[src/rtl/add_arbiter_pkg.sv]
// Shared definitions for the round-robin arbitrated adder: FSM encoding and
// the width of the completed-response counter.
package add_arbiter_pkg;

  typedef enum logic [1:0] {
    IDLE = 2'd0,
    EXEC = 2'd1,
    RESP = 2'd2
  } state_t;

  localparam int OPCNT_W = 16;

endpackage

[src/rtl/add_arbiter_carry_select.sv]
// Carry-select adder built from 4-bit groups: each group precomputes its sum
// for both carry-in values and the incoming carry picks one.
module carry_select #(
  parameter int WIDTH = 32
) (
  input  logic [WIDTH-1:0] a,
  input  logic [WIDTH-1:0] b,
  input  logic             cin,
  output logic [WIDTH-1:0] sum,
  output logic             cout
);

  localparam int NG = WIDTH / 4;

  logic [4:0] s0;
  logic [4:0] s1;
  logic       carry;

  always_comb begin
    carry = cin;
    sum   = '0;
    s0    = '0;
    s1    = '0;
    for (int g = 0; g < NG; g++) begin
      s0 = {1'b0, a[4*g +: 4]} + {1'b0, b[4*g +: 4]};
      s1 = s0 + 5'd1;
      sum[4*g +: 4] = carry ? s1[3:0] : s0[3:0];
      carry = carry ? s1[4] : s0[4];
    end
    cout = carry;
  end

endmodule

[src/rtl/add_arbiter.sv]
// Round-robin arbiter in front of one shared adder: grants one requester in
// IDLE, adds its latched operands in EXEC, and holds the result in RESP.
module add_arbiter
  import add_arbiter_pkg::*;
#(
  parameter int WIDTH = 32,
  parameter int NREQ  = 4,
  localparam int IDW  = $clog2(NREQ)
) (
  input  logic                  clk,
  input  logic                  rst_n,
  input  logic [NREQ-1:0]       req_valid,
  output logic [NREQ-1:0]       req_ready,
  input  logic [NREQ*WIDTH-1:0] req_a,
  input  logic [NREQ*WIDTH-1:0] req_b,
  output logic                  rsp_valid,
  input  logic                  rsp_ready,
  output logic [IDW-1:0]        rsp_id,
  output logic [WIDTH-1:0]      rsp_sum,
  output logic                  rsp_cout,
  output logic                  busy,
  output logic [OPCNT_W-1:0]    op_cnt
);

  // Handshakes: a transfer happens on a rising edge where valid and ready are
  // both high; ready never depends on anything but state, rr_ptr and valid,
  // and the response holds id/sum/cout steady until it is taken.

  state_t           state;
  state_t           state_next;
  logic [IDW-1:0]   rr_ptr;
  logic [IDW-1:0]   rr_next;
  logic [IDW-1:0]   grant_idx;
  logic             grant_found;
  logic [WIDTH-1:0] op_a;
  logic [WIDTH-1:0] op_b;
  logic [IDW-1:0]   op_id;
  logic [WIDTH-1:0] add_sum;
  logic             add_cout;
  logic             accept;
  logic             rsp_fire;
  int               pos;

  // Single round-robin search starting at rr_ptr and wrapping modulo NREQ.
  always_comb begin
    grant_found = 1'b0;
    grant_idx   = '0;
    pos         = 0;
    for (int k = 0; k < NREQ; k++) begin
      pos = int'(rr_ptr) + k;
      if (pos >= NREQ) pos = pos - NREQ;
      if (!grant_found && req_valid[pos]) begin
        grant_found = 1'b1;
        grant_idx   = IDW'(pos);
      end
    end
  end

  assign rr_next   = (grant_idx == IDW'(NREQ - 1)) ? '0 : grant_idx + 1'b1;
  assign accept    = (state == IDLE) && grant_found;
  assign rsp_fire  = (state == RESP) && rsp_ready;
  assign req_ready = accept ? (NREQ'(1) << grant_idx) : '0;
  assign rsp_valid = (state == RESP);
  assign busy      = (state != IDLE);

  always_comb begin
    state_next = state;
    case (state)
      IDLE:    if (grant_found) state_next = EXEC;
      EXEC:    state_next = RESP;
      RESP:    if (rsp_ready) state_next = IDLE;
      default: state_next = IDLE;
    endcase
  end

  carry_select #(.WIDTH(WIDTH)) u_add (
    .a    (op_a),
    .b    (op_b),
    .cin  (1'b0),
    .sum  (add_sum),
    .cout (add_cout)
  );

  always_ff @(posedge clk or negedge rst_n) begin
    if (!rst_n) begin
      state    <= IDLE;
      rr_ptr   <= '0;
      op_a     <= '0;
      op_b     <= '0;
      op_id    <= '0;
      rsp_sum  <= '0;
      rsp_cout <= 1'b0;
      rsp_id   <= '0;
      op_cnt   <= '0;
    end else begin
      state <= state_next;
      if (accept) begin
        op_a   <= req_a[grant_idx*WIDTH +: WIDTH];
        op_b   <= req_b[grant_idx*WIDTH +: WIDTH];
        op_id  <= grant_idx;
        rr_ptr <= rr_next;
      end
      if (state == EXEC) begin
        rsp_sum  <= add_sum;
        rsp_cout <= add_cout;
        rsp_id   <= op_id;
      end
      if (rsp_fire && (op_cnt != '1)) op_cnt <= op_cnt + 1'b1;
    end
  end

endmodule
[config.mk]
export PLATFORM = sky130hd
export DESIGN_NAME = add_arbiter
export DESIGN_NICKNAME = d
export VERILOG_FILES = /design/src/rtl/add_arbiter_pkg.sv /design/src/rtl/add_arbiter_carry_select.sv /design/src/rtl/add_arbiter.sv
export SDC_FILE = /design/constraint.sdc
export NUM_CORES = 1
export LEC_CHECK = 0
export CAP_MARGIN = 20
export CORE_MARGIN = 2
export CORE_UTILIZATION = 41
export DETAILED_ROUTE_END_ITERATION = 16
export GPL_TIMING_DRIVEN = 0
export PLACE_DENSITY = 0.75
export SLEW_MARGIN = 20
export SYNTH_ARGS = -nofsm -noshare
export SYNTH_HDL_FRONTEND = slang
export SYNTH_SLANG_ARGS = --single-unit
export TNS_END_PERCENT = 20
[constraint.sdc]
create_clock -name clk -period 3.9 [get_ports clk]
set_input_delay 0.78 -clock clk [delete_from_list [all_inputs] [get_ports clk]]
set_output_delay 0.78 -clock clk [all_outputs]
set_load 0.1 [all_outputs]
==> results.toml, run 1 <==
[critical_path]
path_max_fanout = 6
ff2ff_path_depth = 15
cp_common_cell = "mux2i_4"
worstSetupPathType = "reg -> reg"
crit_family = "multiplexers"
endpoint_kind = "flip-flop"
cp_slowest_stage_delay_ns = 0.45
cp_num_buf_inv = 1
r2r-end = "rsp_sum[29]$_DFFE_PN0N_"
start_kind = "flip-flop"
arrival_ns = 4.45
path_cells = "ha_2 -> inv_2 -> fa_1 -> xnor2_2 -> nand2_4 -> nor4b_4 -> xnor2_2 -> a21oi_2 -> and4b_4 -> mux2i_4 -> mux2i_4 -> mux2i_4 -> xnor2_4 -> mux2i_1 -> o21ai_1"
slowest_stage = "fa_1"
crit-reg2reg-launch = "op_b[4]$_DFFE_PN0P_"
crit_required_ns = 4.19
r2r_slack_ns = -0.26

[yosys]
synthTopCellsByArea = "dfrtp_1 (37%), nand2_1 (20%), o21ai_0 (9.5%)"
synth_nets = 1410
synth_top_area_share_pct = 36.99
yosys_warnings = 0
ys_async_sr_fraction_pct = 100.0
ys_seq_area_share_pct = 36.99
synth_flop_cell = "dfrtp_1"
syn_inst = 1095
syn_avg_cell_area_um2 = 7.476
synth_top_cell_by_area = "dfrtp_1"
synth.area.mux_share_pct = 2.155
synth_edf_count = 0
synth-xor-area-share_pct = 6.083
synth-compound-area-share_pct = 13.80
synth_cell_types = 42
synth_top_family_by_area = "simple AND/OR/NAND/NOR gates"
synthAdderAreaFrac_pct = 8.681
syn_area_mm2 = 0.008187
synth-simple-area-share_pct = 28.44
ys_ff_latch = 121

[die]
chipWidth_um = 145.3
die_h_um = 145.3
fp.dieArea_mm2 = 0.02111
ios = 320
row_count = 51
floorplan.initialDensity_pct = 41.93
core_area_mm2 = 0.01953

[cts]
clockBufferDepth = 2
cts_tree = "built"
clkSlewWorstSetupHoldPaths_ns = 0.05
cts.sink_count = 121
hold_buffers = 0
h-tree-depth = 4
cts_root_buf = "clkbuf_16"
clk_latency_ns = 0.42
cts_buffers = 17

[detailed_routing]
first_pass_iters = 4
drt_wl_total_um = 29700
drc = 0
drtAntennaViolNets = 0
num_vias = 8786
wl_per_cell_um = 17.30
via_per_inst = 5.117
initialDrtViolationCount = 477

[placed_design]
port_buffers = 319
dp_cells = 1680
hpwlAfterDp_um = 23120
gp_congestion = 0.9146

[timing]
clock_skew_ns = 0.01171
maxSlewViolCount = 0
fin_crit_ns = 4.159
post-route-period-util_pct = 106.6
fin_ws_ns = -0.2589
finalSetupViolCount = 6
rsz0062_at_grt = "true"
fin_setup_tns_ns = -1.209
max_slew_margin_pct = 30.57
clock.fmax_mhz = 240.4
finalHoldViolCount = 0
tightest_slew_ns = 1.038

[power]
p_leak_nw = 5.652
p_per_area_mw_per_mm2 = 937.3
ir_worst_vdd_uv = 418.4
p_total_w = 0.01168

[global_routing]
grt_pass1_wl_um = 46490
grt.overflow.total = 0
grt_pass1_vias = 8772
antenna_found_initial = 0
grt_max_degree = 81
grt_util_all_layers_pct = 28.09

[final_layout]
fill_cells = 1738
seq_area_mm2 = 0.003028
n_antenna_cell = 0
multi_input_comb_area_mm2 = 0.004960
drive_above_1_share_pct = 5.510
fin_nets = 1756
layout.cells.non_filler = 1717
area_growth_pct = 52.22

[min_path]
min_path_type = "in -> async"

[outcome]
violations = "negative setup slack"
status = "finished with violations"

[job]
maxCapViolCount = 0
## Yosys cell counts, types with 6 or more instances
| master | number |
|---|---|
| o211ai_1 | 6 |
| nand2_1 | 431 |
| o21ai_0 | 156 |
| fa_1 | 8 |
| xnor2_1 | 38 |
| nor2_1 | 16 |
| nand4_1 | 9 |
| clkbuf_1 | 63 |
| dfrtp_1 | 121 |
| xor2_1 | 17 |
| a21oi_1 | 20 |
| mux2i_1 | 7 |
| inv_1 | 20 |
| nand3_1 | 73 |
| ha_1 | 44 |
| a21o_1 | 13 |
## layer usage
metal,global-route usage (%),vias up,share of wire [%]
met5,0,-,0
met4,10.64,0,3.2
met1,35.70,4079,42
met2,47.58,333,49
met3,5.346,58,6.4
li1,-,4316,-
## power breakdown
part,total [W],leakage [nW],switching (W),internal (W)
registers,0.00224,1.50,0.000380,0.00186
logic,0.00800,3.88,0.00526,0.00274
clock network,0.00144,0.268,0.000551,0.000894
## placed cells by master (no fill, tap or decap), drive strengths merged, types with 6 or more instances in the layout
cell,instances
nand2,431
clkdlybuf4s50,314
o21ai,158
dfrtp,121
clkbuf,83
nand3,73
ha,44
xnor2,39
a21oi,22
inv,19
xor2,17
nor2,16
buf,15
a21o,14
mux2i,10
nand4,9
fa,8
clkinv,7
o211ai,6
## metrics by stage
| step | hold slack [ns] | util [%] | setup WS, ns | cell area [um^2] |
|---|---|---|---|---|
| 2_1_floorplan | 0.4460 | - | 0.02791 | 8187 |
| 3_3_place_gp | 0.4603 | 59.98 | -2.669 | 11710 |
| 3_5_place_dp | 0.4689 | 60.12 | -1.688 | 11740 |
| 4_1_cts | 0.2858 | 63.32 | -0.1752 | 12360 |
| 5_1_grt | 0.2990 | 63.82 | -0.3792 | 12460 |
| 6_report | 0.2825 | 63.82 | -0.2589 | 12460 |
## flip-flops by register name (all words and copies together) (netlist names)
name / cells
rsp_id: 2
op_b: 32
op_a: 32
rsp_sum: 32
op_cnt: 16
rr_ptr: 2
state: 2
op_id: 2
rsp_cout: 1
## how the worst max path moves through the flow
stage	depth (start not counted)	end	start	slack, ns
detailed placement	8	req_ready[3]	req_valid[3]	-1.69
floorplan	16	rsp_sum[31]$_DFFE_PN0N_	op_a[4]$_DFFE_PN0P_	0.03
CTS	16	rsp_sum[31]$_DFFE_PN0N_	op_b[4]$_DFFE_PN0P_	-0.18
global placement	1	rsp_sum[13]$_DFFE_PN0N_	rst_n	-2.67
finish	15	rsp_sum[29]$_DFFE_PN0N_	op_b[4]$_DFFE_PN0P_	-0.26
global route	15	rsp_sum[29]$_DFFE_PN0N_	op_b[4]$_DFFE_PN0P_	-0.38
## final cells by class
class / instances / share of cell area, %
buffer: 62 / 1.988
clock buffer: 21 / 3.695
clock inverter: 9 / 0.6124
inverter: 20 / 0.6325
multi-input combinational: 890 / 39.80
sequential: 121 / 24.30
tap: 265 / 2.661
timing repair buffer: 329 / 26.32
## what timing repair did
action,in CTS,in global routing
setup buffers,4,5
pin swaps,3,9
gates resized for setup,38,15
setup endpoints to repair,13,13
## logic make-up after synthesis
logic type / count (synthesis)
flip-flops: 121
XOR/XNOR: 56
AND/OR/NAND/NOR: 560
adder cells (fa/ha/maj): 52
AO/OA/AOI/OAI: 207
buffers and inverters: 84
multiplexers: 15
No activity file was read; power rests on OpenSTA's default activity.
==> inputs of run 2 (changes only) <==
Settings changed: PLACE_DENSITY 0.75 to 0.86.
==> results.toml, run 2 (synthesized netlist as in run 1, its figures left out) <==
[job]
maxCapViolCount = 0

[global_routing]
grt_pass1_vias = 9521
grt_max_degree = 67
grt.overflow.total = 0
antenna_found_initial = 1
grt_util_all_layers_pct = 29.51
grt_pass1_wl_um = 49050

[min_path]
min_path_type = "in -> async"

[final_layout]
fill_cells = 1644
fin_nets = 1782
layout_common_cells = "nand2_1 (430), clkdlybuf4s50_1 (314), o21ai_0 (151)"
layout.cells.non_filler = 1746
layout_commonest_cell = "nand2_1"
area_growth_pct = 56.12
drive_above_1_share_pct = 7.770
multi_input_comb_area_mm2 = 0.005000
seq_area_mm2 = 0.003028
reg.largest.list = "op_a (32), op_b (32), rsp_sum (32)"

[cts]
clk_latency_ns = 0.42
hold_buffers = 0
cts_root_buf = "clkbuf_16"
cts.sink_count = 121
cts_tree = "built"
cts_buffers = 17
clockBufferDepth = 2
h-tree-depth = 4
clkSlewWorstSetupHoldPaths_ns = 0.06

[placed_design]
port_buffers = 319
dp_cells = 1680
gp_congestion = 0.9336
hpwlAfterDp_um = 23590
dp_slack_ns = -1.738

[power]
p_leak_nw = 5.807
ir_worst_vdd_uv = 388.4
p_per_area_mw_per_mm2 = 997.5

[outcome]
violations = "negative setup slack"
status = "finished with violations"

[timing]
maxSlewViolCount = 0
fin_crit_ns = 4.279
holdWs_ns = 0.3518
clock.fmax_mhz = 233.7
finalHoldViolCount = 0
post-route-period-util_pct = 109.7
finalSetupViolCount = 10
tightest_slew_ns = 1.030
clock_skew_ns = 0.01023
fin_ws_ns = -0.3792
max_slew_margin_pct = 31.10
rsz0062_at_grt = "true"

[die]
row_count = 51
die_h_um = 145.3
ios = 320
floorplan.initialDensity_pct = 41.93
core_area_mm2 = 0.01953
chipWidth_um = 145.3
fp.dieArea_mm2 = 0.02111

[detailed_routing]
drtAntennaViolNets = 0
first_pass_iters = 5
drc = 0
drt_wl_total_um = 31710
via_per_inst = 5.320
initialDrtViolationCount = 644
wl_per_cell_um = 18.16
num_vias = 9289

[critical_path]
crit_family = "multiplexers"
endpoint_kind = "flip-flop"
cp_common_cell = "mux2i_4"
start_kind = "flip-flop"
slowest_stage = "fa_2"
crit_required_ns = 4.19
cp_slowest_stage_delay_ns = 0.45
path_max_fanout = 6
worstSetupPathType = "reg -> reg"
cp_num_buf_inv = 2
path_cells = "ha_4 -> inv_2 -> fa_2 -> inv_2 -> ha_4 -> nand2_4 -> nor4b_4 -> xnor2_2 -> a21oi_2 -> and4b_4 -> mux2i_4 -> mux2i_4 -> mux2i_4 -> xnor2_4 -> nor4b_4 -> a211o_1"
arrival_ns = 4.57
==> run 2: cell count changes in the layout (fill, tap and decap cells not counted), sizes merged <==
cell	change
buf	+28
clkbuf	-6
inv	+5
clkinv	-4
clkinvlp	+4
bufinv	+1
diode	+1
==> run 2: worst register-to-register path, delay by kind of cell (launching register included) <==
kind            cells  cell delay (ns)
xor+xnor            2             0.37
simple gates        4             0.93
fa+ha+maj           3             0.81
compound gates      2             0.35
buf+inv             2             0.16
flops               1             0.44
mux                 3             1.08
==> run 2: metal layers <==
metal  global-route usage, %  share of wire (%)  vias to the layer above
li1                        -                  -                     4371
met1                   34.44                 39                     4387
met2                   51.66                 50                      434
met3                   6.950                7.1                       97
met4                   13.14                3.9                        0
met5                       0                  0                        -
==> run 2: worst paths after layout <==
check / start / end / slack [ns] / cells after the start
setup / recovery: op_a[4]$_DFFE_PN0P_ / rsp_sum[31]$_DFFE_PN0N_ / -0.38 / 16
setup reg to reg: op_a[4]$_DFFE_PN0P_ / rsp_sum[31]$_DFFE_PN0N_ / -0.38 / 16
min in group clk: rsp_sum[22]$_DFFE_PN0N_ / rsp_sum[22]$_DFFE_PN0N_ / 0.48 / 2
hold reg to reg: rsp_sum[22]$_DFFE_PN0N_ / rsp_sum[22]$_DFFE_PN0N_ / 0.48 / 2
hold / removal: rst_n / op_cnt[4]$_DFFE_PN0P_ / 0.35 / 1
max in group asynchronous: rst_n / op_a[18]$_DFFE_PN0P_ / 2.85 / 2
==> run 2: stage by stage <==
step	area (um^2)	total power (W)	utilization, %	TNS [ns]
global placement	11710	0.009637	59.98	-327.62
global route	12780	0.01358	65.46	-3.683
CTS	12670	0.01226	64.88	-0.8879
floorplan	8187	0.007654	-	0
detailed placement	11740	0.009863	60.12	-11.51
finish	12780	0.01275	65.46	-2.978
==> run 2: timing repair <==
action	in CTS	in global routing
gates resized for setup	55	16
buffers inserted	30	6
setup endpoints to repair	13	17
pin swaps	12	12
==> run 2: layout make-up <==
type                            instances  share of cell area, %
Antenna cell                            1                0.01958
Buffer                                 62                  1.948
Clock buffer                           17                  3.328
Clock inverter                         15                  1.302
Inverter                               20                 0.6167
Multi-Input combinational cell        890                  39.12
Sequential cell                       121                  23.69
Tap cell                              265                  2.594
Timing Repair Buffer                  355                  27.38
==> run 2: report_power, final <==
group / total (W) / leakage, nW / internal [W] / switching (W)
Combinational: 0.00892 / 4.03 / 0.00327 / 0.00565
Clock: 0.00157 / 0.275 / 0.000952 / 0.000619
Sequential: 0.00226 / 1.50 / 0.00185 / 0.000401
==> inputs of run 3 (changes only) <==
Settings changed: ABC_CLOCK_PERIOD_IN_PS set to 3900, CTS_CLUSTER_DIAMETER set to 50.
==> results of run 3 <==
The final DEF is identical to that of run 2; final timing and power are the same.
